### config.mk
export PLATFORM = sky130hd
export DESIGN_NAME = gps_sv_scheduler
export DESIGN_NICKNAME = d
export VERILOG_FILES = /design/src/rtl/gps_sv_scheduler_pkg.sv /design/src/rtl/gps_sv_scheduler_pick.sv /design/src/rtl/gps_sv_scheduler.sv
export SDC_FILE = /design/constraint.sdc
export NUM_CORES = 1
export LEC_CHECK = 0
export CAP_MARGIN = 10
export CORE_AREA = 8 8 227 229
export CTS_CLUSTER_DIAMETER = 120
export DETAILED_ROUTE_END_ITERATION = 6
export DIE_AREA = 0 0 235 237
export PLACE_DENSITY = 0.64
export SLEW_MARGIN = 0
export SYNTH_ARGS = -nofsm -noshare
export SYNTH_HDL_FRONTEND = slang
export SYNTH_HIERARCHICAL = 1
export SYNTH_SLANG_ARGS = --single-unit
### constraint.sdc
create_clock -name clk -period 14.3 [get_ports clk]
set_clock_uncertainty 0.1 [all_clocks]
set_input_delay 2.86 -clock clk [delete_from_list [all_inputs] [get_ports clk]]
set_output_delay 2.86 -clock clk [all_outputs]
set_load 0.01 [all_outputs]
### src/rtl/gps_sv_scheduler_pkg.sv
// Shared types and width constants for the GPS satellite code-generator scheduler.
package gps_sched_pkg;

    localparam int unsigned SV_NUM_W        = 6;
    localparam int unsigned NUM_SV_DEF      = 32;
    localparam int unsigned CA_W_DEF        = 13;
    localparam int unsigned CODE_W_DEF      = 128;
    localparam int unsigned TIMEOUT_DEF     = 1024;

    typedef enum logic [2:0] {
        IDLE,
        SELECT,
        START,
        WAIT,
        DELIVER
    } state_t;

endpackage

### src/rtl/gps_sv_scheduler_pick.sv
// Lowest-set-bit encoder: returns the index of the lowest set bit and whether any bit is set.
module gps_sched_pick #(
    parameter int unsigned N     = 32,
    parameter int unsigned IDX_W = 5
) (
    input  logic [N-1:0]     vec,
    output logic [IDX_W-1:0] idx,
    output logic             any
);

    logic [N-1:0] shifted;

    // Scan from the top down so the lowest set bit is the last one to win.
    always_comb begin
        idx     = '0;
        any     = |vec;
        shifted = '0;
        for (int unsigned i = N; i > 0; i--) begin
            shifted = vec >> (i - 1);
            if (shifted[0]) begin
                idx = IDX_W'(i - 1);
            end
        end
    end

endmodule

### src/rtl/gps_sv_scheduler.sv
// Walks an enable mask of PRNs, starts the shared code generator for each and hands the codes
// out on a valid/ready port. Optional WAIT watchdog: define GPS_SCHED_WATCHDOG_EN.
module gps_sv_scheduler
    import gps_sched_pkg::*;
#(
    parameter int unsigned NUM_SV         = NUM_SV_DEF,
    parameter int unsigned CA_W           = CA_W_DEF,
    parameter int unsigned CODE_W         = CODE_W_DEF,
    parameter int unsigned TIMEOUT_CYCLES = TIMEOUT_DEF
) (
    input  logic                clk,
    input  logic                rst_in,
    input  logic                enable,
    input  logic [NUM_SV-1:0]   sv_mask,
    output logic [SV_NUM_W-1:0] gen_sv_num,
    output logic                gen_start,
    input  logic [CA_W-1:0]     gen_ca_code,
    input  logic [CODE_W-1:0]   gen_p_code,
    input  logic [CODE_W-1:0]   gen_l_code,
    input  logic                gen_l_code_valid,
    output logic                res_valid,
    input  logic                res_ready,
    output logic [SV_NUM_W-1:0] res_sv,
    output logic [CA_W-1:0]     res_ca_code,
    output logic [CODE_W-1:0]   res_p_code,
    output logic [CODE_W-1:0]   res_l_code,
    output logic                res_timeout,
    output logic                busy,
    output logic                round_done
);

    localparam int unsigned IDX_W = (NUM_SV > 1) ? $clog2(NUM_SV) : 1;

    state_t              state_q, state_d;
    logic [NUM_SV-1:0]   work_mask_q, work_mask_d;
    logic [IDX_W-1:0]    idx_q, idx_d;
    logic [SV_NUM_W-1:0] gen_sv_num_q, gen_sv_num_d;
    logic [SV_NUM_W-1:0] res_sv_q, res_sv_d;
    logic [CA_W-1:0]     res_ca_q, res_ca_d;
    logic [CODE_W-1:0]   res_p_q, res_p_d;
    logic [CODE_W-1:0]   res_l_q, res_l_d;
    logic                round_done_q, round_done_d;

    logic [IDX_W-1:0]    pick_idx;
    logic                pick_any;
    logic [NUM_SV-1:0]   mask_left;
    logic                wdog_expired;

    gps_sched_pick #(
        .N     (NUM_SV),
        .IDX_W (IDX_W)
    ) u_pick (
        .vec (work_mask_q),
        .idx (pick_idx),
        .any (pick_any)
    );

    assign mask_left = work_mask_q & ~(NUM_SV'(1) << idx_q);

    always_comb begin
        state_d      = state_q;
        work_mask_d  = work_mask_q;
        idx_d        = idx_q;
        gen_sv_num_d = gen_sv_num_q;
        res_sv_d     = res_sv_q;
        res_ca_d     = res_ca_q;
        res_p_d      = res_p_q;
        res_l_d      = res_l_q;
        round_done_d = 1'b0;
        case (state_q)
            IDLE: begin
                if (enable && (|sv_mask)) begin
                    work_mask_d = sv_mask;
                    state_d     = SELECT;
                end
            end
            SELECT: begin
                if (pick_any) begin
                    idx_d        = pick_idx;
                    gen_sv_num_d = SV_NUM_W'(pick_idx) + SV_NUM_W'(1);
                    state_d      = START;
                end else begin
                    state_d = IDLE;
                end
            end
            START: state_d = WAIT;
            WAIT: begin
                if (gen_l_code_valid) begin
                    res_sv_d = gen_sv_num_q;
                    res_ca_d = gen_ca_code;
                    res_p_d  = gen_p_code;
                    res_l_d  = gen_l_code;
                    state_d  = DELIVER;
                end else if (wdog_expired) begin
                    res_sv_d = gen_sv_num_q;
                    res_ca_d = '0;
                    res_p_d  = '0;
                    res_l_d  = '0;
                    state_d  = DELIVER;
                end
            end
            DELIVER: begin
                // Dropping enable discards the rest of the round without a round_done.
                if (res_ready) begin
                    if (enable && (|mask_left)) begin
                        work_mask_d = mask_left;
                        state_d     = SELECT;
                    end else begin
                        work_mask_d  = '0;
                        round_done_d = ~(|mask_left);
                        state_d      = IDLE;
                    end
                end
            end
            default: state_d = IDLE;
        endcase
    end

    always_ff @(posedge clk or posedge rst_in) begin
        if (rst_in) begin
            state_q      <= IDLE;
            work_mask_q  <= '0;
            idx_q        <= '0;
            gen_sv_num_q <= '0;
            res_sv_q     <= '0;
            res_ca_q     <= '0;
            res_p_q      <= '0;
            res_l_q      <= '0;
            round_done_q <= 1'b0;
        end else begin
            state_q      <= state_d;
            work_mask_q  <= work_mask_d;
            idx_q        <= idx_d;
            gen_sv_num_q <= gen_sv_num_d;
            res_sv_q     <= res_sv_d;
            res_ca_q     <= res_ca_d;
            res_p_q      <= res_p_d;
            res_l_q      <= res_l_d;
            round_done_q <= round_done_d;
        end
    end

`ifdef GPS_SCHED_WATCHDOG_EN
    localparam int unsigned CNT_W = $clog2(TIMEOUT_CYCLES + 1);

    logic [CNT_W-1:0] wdog_q, wdog_d;
    logic             res_to_q, res_to_d;

    assign wdog_expired = (wdog_q == '0);

    // The flag is only rewritten in WAIT, so it stays stable alongside the DELIVER payload.
    always_comb begin
        wdog_d   = wdog_q;
        res_to_d = res_to_q;
        if (state_q == START) begin
            wdog_d = CNT_W'(TIMEOUT_CYCLES - 1);
        end else if (state_q == WAIT) begin
            res_to_d = ~gen_l_code_valid & wdog_expired;
            if (!wdog_expired) begin
                wdog_d = wdog_q - CNT_W'(1);
            end
        end
    end

    always_ff @(posedge clk or posedge rst_in) begin
        if (rst_in) begin
            wdog_q   <= '0;
            res_to_q <= 1'b0;
        end else begin
            wdog_q   <= wdog_d;
            res_to_q <= res_to_d;
        end
    end

    assign res_timeout = res_to_q;
`else
    logic unused_timeout_cfg;

    assign unused_timeout_cfg = (TIMEOUT_CYCLES != 0);
    assign wdog_expired       = 1'b0;
    assign res_timeout        = 1'b0;
`endif

    assign gen_sv_num  = gen_sv_num_q;
    assign gen_start   = (state_q == START);
    assign res_valid   = (state_q == DELIVER);
    assign res_sv      = res_sv_q;
    assign res_ca_code = res_ca_q;
    assign res_p_code  = res_p_q;
    assign res_l_code  = res_l_q;
    assign busy        = (state_q != IDLE);
    assign round_done  = round_done_q;

endmodule

Word level (Yosys, flattened, before mapping). Cells that the tools add are included. Widths: inputs -> output; s select.

Reductions and logical operators: 12. Bitwise logic cells: 3. Mux-type cells: 45. Equal/unequal tests: 7. Add/sub/neg operators: 1. Shift operators: 1.

Operators with widths (number): $mux 5 (32); $mux 32 (3); $reduce_or 32->1 (3); $pmux 32 s2 (1); $and 32x32->32 (1); $not 32->32 (1); $shl 1x5->32 const A (1); $pmux 3 s5 (1); $mux 3 (3); $add 5x1->6 const B (1); $eq 3x2->1 const B (2); $reduce_and 3->1 (2); $mux 1 (4); $ne 2x2->1 const B (2); $reduce_and 2->1 (2); $eq 3x1->1 const B (1); $eq 3x3->1 const B (1); $logic_not 3->1 (1); $reduce_bool 3->1 (1); $logic_and 1x1->1 (2); $mux 2 (1); $ne 2x1->1 const B (1); $reduce_bool 2->1 (1); $not 1->1 (1).

Register bits after elaboration: 322. Word-level logic and storage cells: 78. Bits of input ports: 306.

Logic depth before layout (Yosys ltp).
Word-level depth: 33. Mapped depth: 9. Gate-level depth less buffers: 9.

By module. The synthesis kept the hierarchy.

By module, submodules not included: gps_sv_scheduler (times used 1, cells an instance 889, area each 12777.3 um^2); gps_sched_pick (times used 1, cells an instance 65, area each 385.4 um^2).

Worst setup path after synthesis. OpenSTA, ideal clock, no wires.

Path type: input-to-reg. Start point: input port sv_mask[5]. End point: register work_mask_q[24]. Required time: 14.064 ns. Arrival time: 4.291 ns. Library setup time: 0.136 ns. Buffers on the path: 2. Cell stages on the path: 7. Path slack: 9.773 ns. Cell sequence: nor4_1 nand4_1 o211a_1 clkbuf_1 a21oi_1 clkbuf_1 o21ai_0.

Longest elaborated chain between the ends: 4.

RTL lines: start, declared (line gps_sv_scheduler.sv:14) `input logic [NUM_SV-1:0] sv_mask,`; $reduce_or 32->1 (line gps_sv_scheduler.sv:72) `if (enable && (|sv_mask)) begin`; $logic_and 1x1->1 (line gps_sv_scheduler.sv:72); $ne 2x2->1 (no source line); $reduce_and 3->1 (no source line); end signal, assigned (line gps_sv_scheduler.sv:132) `work_mask_q <= work_mask_d;`; end, declared (line gps_sv_scheduler.sv:35) `logic [NUM_SV-1:0] work_mask_q, work_mask_d;`.

No other way between the ends. A chain may end at the register's enable or synchronous reset.

Final worst setup path.
Start point: input port gen_l_code_valid. End point: register res_l_q[30] (netlist: res_l_code[30]).

Longest elaborated chain between the ends: 1.

RTL lines: start, declared (line gps_sv_scheduler.sv:20) `input logic gen_l_code_valid,`; $reduce_and 2->1 (no source line); end signal, assigned (line gps_sv_scheduler.sv:138) `res_l_q <= res_l_d;`; end, declared (line gps_sv_scheduler.sv:41) `logic [CODE_W-1:0] res_l_q, res_l_d;`.

No other way between the ends.

==> results.ini <==
[global_routing]
grt_use_total_pct = 16.1
grt_overflow = 0
use_met1_pct = 18.3
antenna_found_initial = 6
grt.busiest_layer = met2
grt_max_degree = 113
first_global_vias = 11100
grt_first_pass_wirelength_um = 70600
met3_usage_pct = 6.85
use_met2_pct = 27.4

[sta]
worst_pin_slew_ps = 1010
finalSetupViolCount = 0
min_period_over_period_pct = 41.6
hold_slack_ps = 401
grt_setup_unrepaired = false
layout_setup_ws_ps = 8360
slew_headroom_pct = 32.8
finalHoldViolCount = 0
slew_violations = 0
finalSetupTns_ps = 0
timing.fmax_mhz = 168
period_needed_ps = 5940

[worst_setup_path]
path_common_cell = buf_4
reg2reg_to = res_l_code[30]$_DFFE_PP0P_
critPathCaptureType = register
r2r_setup_slack_ps = 10610
crit_fanout = 73
worstPathRequired_ps = 14620
cp_slowest_cell = buf_4
arrival_ps = 6260
crit_type = in -> reg
max_stage_delay_ps = 860
crit_buf_inv = 4
reg2regPathDepth = 5
crit_path_start_kind = input pin
cp_top_family = buffers and inverters
reg2reg_from = state_q[2]$_DFFE_PP0P_
path_cells = clkdlybuf4s50_1, nand4b_1, buf_4, buf_4, buf_4, mux2_2

[placement]
io_buffers = 590
dp_worst_setup_slack_ps = 7820
placed_cells = 2126
placed_cell_area_um2 = 19700
gp_congestion = 0.839
detailed_place_hpwl_um = 35400

[layout]
stdcell_area_um2 = 20900
syn_to_final_growth_pct = 59.0
nets = 1851
layout-drive-gt1-share_pct = 22.9
instances_no_fill = 2191

[routing]
wl_per_cell_um = 21.1
remaining_drc_errors = 0
firstDrtPassIters = 5
detail-route-antenna-nets = 0
avgViaCountPerCell = 4.65
drt-total-wl_um = 46300
vias = 10200
dr.first_iter.drc_count = 656

[die]
num_rows = 81
die-area_um2 = 55700
core_um2 = 48100
io_pins = 592
fp.dieW_um = 235
die_h_um = 237
initial_core_util_pct = 27.3

[worst_hold_path]
whs_endpoint = res_l_code[86]$_DFFE_PP0P_
worstHoldStart = res_l_code[86]$_DFFE_PP0P_
min_path_cells = 1
hold_path_class = reg -> reg

[cts]
clock_latency_ps = 530
hold_buffers = 0
htree_levels = 2
cts_tree = yes
cts-root-buf = clkbuf_16
cts_resized = 0
cts.clk_slew.worst_paths_ps = 60
postCtsSetupRepairBufs = 0
cts_buffers = 38
clockBufferDepth = 3
cts.sinks = 322

[synthesis]
synth-edff-count = 0
synth_cell_type_count = 58
syn_area_per_cell_um2 = 13.8
synthTopCellsByCount = 322 x dfrtp_1, 282 x mux2_2, 47 x nand2_1
yosysMostFrequentCell = dfrtp_1
netlist_area_um2 = 13200
yosys_register_bits = 322
synth_top_area_cell = dfrtp_1
async_flop_share_pct = 100
yosysWarnings = 6
synth_nets = 1261
yosysSeqAreaShare_pct = 61.2
syn_inst = 954
synth_ff_type = dfrtp_1
synth_top_area_share_pct = 61.2
synthTopCellsByArea = dfrtp_1 61%, mux2_2 24%, nand2_1 1.3%, o21ai_0 1.3%, clkbuf_1 1.2%

[pwr]
p_leak_nw = 8.63
clock_power_share_pct = 19.8
power_density_nw_per_um2 = 227
p_sw_share_pct = 32.8
p_comb_share_pct = 44.4
switching_power_mw = 1.56
power_frac_seq_pct = 35.8
p_int_mw = 3.19
ir_drop_mv = 0.120

[outcome]
status = completed

[flow_run]
timing.max_cap.violations = 0

## metal layers
metal	share of wire, %	wire length, um
met1	39	18100
met2	49	22800
met3	9.6	4450
met4	2.1	952
met5	0.028	13
## sequential cells by signal, indices dropped and copies added (netlist names), 3 cells and up
signal       flops
gen_sv_num       6
idx_q            5
res_ca_code     13
res_l_code     128
res_p_code     128
res_sv           6
state_q          3
work_mask_q     32
## area by class of cell
class	count	area, um^2
inverters	12	52.6
well taps	622	778
flip-flops and latches	322	8060
diodes	3	7.51
repair buffers	599	5970
clock inverters	7	71.3
multi-input cells	571	4860
fillers	4520	27200
clock buffers	55	1130
## cells by family (layout without fill, tap and decap cells)
| logic type | after synthesis | count (layout) | synth area share (%) |
|---|---|---|---|
| mux | 285 | 285 | 24.4 |
| fa+ha+maj | 1 | 1 | 0.0950 |
| flops | 322 | 322 | 61.2 |
| xor+xnor | 3 | 3 | 0.200 |
| other cells | 1 | 4 | 0.0285 |
| simple gates | 157 | 157 | 6.16 |
| compound gates | 124 | 124 | 6.04 |
| buf+inv | 61 | 673 | 1.90 |
## cells in the final DEF, fill, tap and decap left out, types with 6 or more instances in the layout
cell type	instances
clkbuf_1	7
buf_4	9
nand2_1	47
nand3_1	13
clkbuf_8	9
a22oi_1	13
nor4_1	15
nor3_1	11
clkbuf_16	39
inv_1	11
nor2_1	31
dfrtp_1	322
mux2_2	282
clkdlybuf4s50_1	590
o21ai_0	35
o211ai_1	6
a21oi_1	26
a22o_1	7
## how the worst max path moves through the flow
stage / slack [ps] / end / startpoint / depth (start not counted)
6_report: 8360 / res_l_code[30]$_DFFE_PP0P_ / gen_l_code_valid / 6
5_1_grt: 8140 / res_l_code[38]$_DFFE_PP0P_ / gen_l_code_valid / 6
4_1_cts: 8400 / res_l_code[22]$_DFFE_PP0P_ / gen_l_code_valid / 6
3_5_place_dp: 7820 / res_l_code[32]$_DFFE_PP0P_ / gen_l_code_valid / 6
3_3_place_gp: 7830 / res_l_code[48]$_DFFE_PP0P_ / gen_l_code_valid / 6
2_1_floorplan: 2430 / gen_sv_num[0]$_DFFE_PP0P_ / rst_in / 1
## worst reg2reg max path, delay by kind of cell (launching register included)
kind / cells / cell delay [ps]
buf+inv: 3 / 2390
flops: 1 / 470
mux: 1 / 470
simple gates: 1 / 150
## power by group through the flow
stage,Clock (mW),Sequential (mW),Combinational [mW]
global route,1.01,1.76,2.25
global placement,0,1.69,2.11
finish,0.939,1.70,2.10
floorplan,0,1.82,0.786
CTS,0.975,1.70,2.14
detailed placement,0,1.70,2.13
## per-stage QoR
step,total power [mW],utilization [%]
3_5_place_dp,3.83,41.0
5_1_grt,5.02,43.5
4_1_cts,4.81,43.5
3_3_place_gp,3.79,41.0
2_1_floorplan,2.61,-
6_report,4.74,43.5
Power figures use the tool's default switching activity.
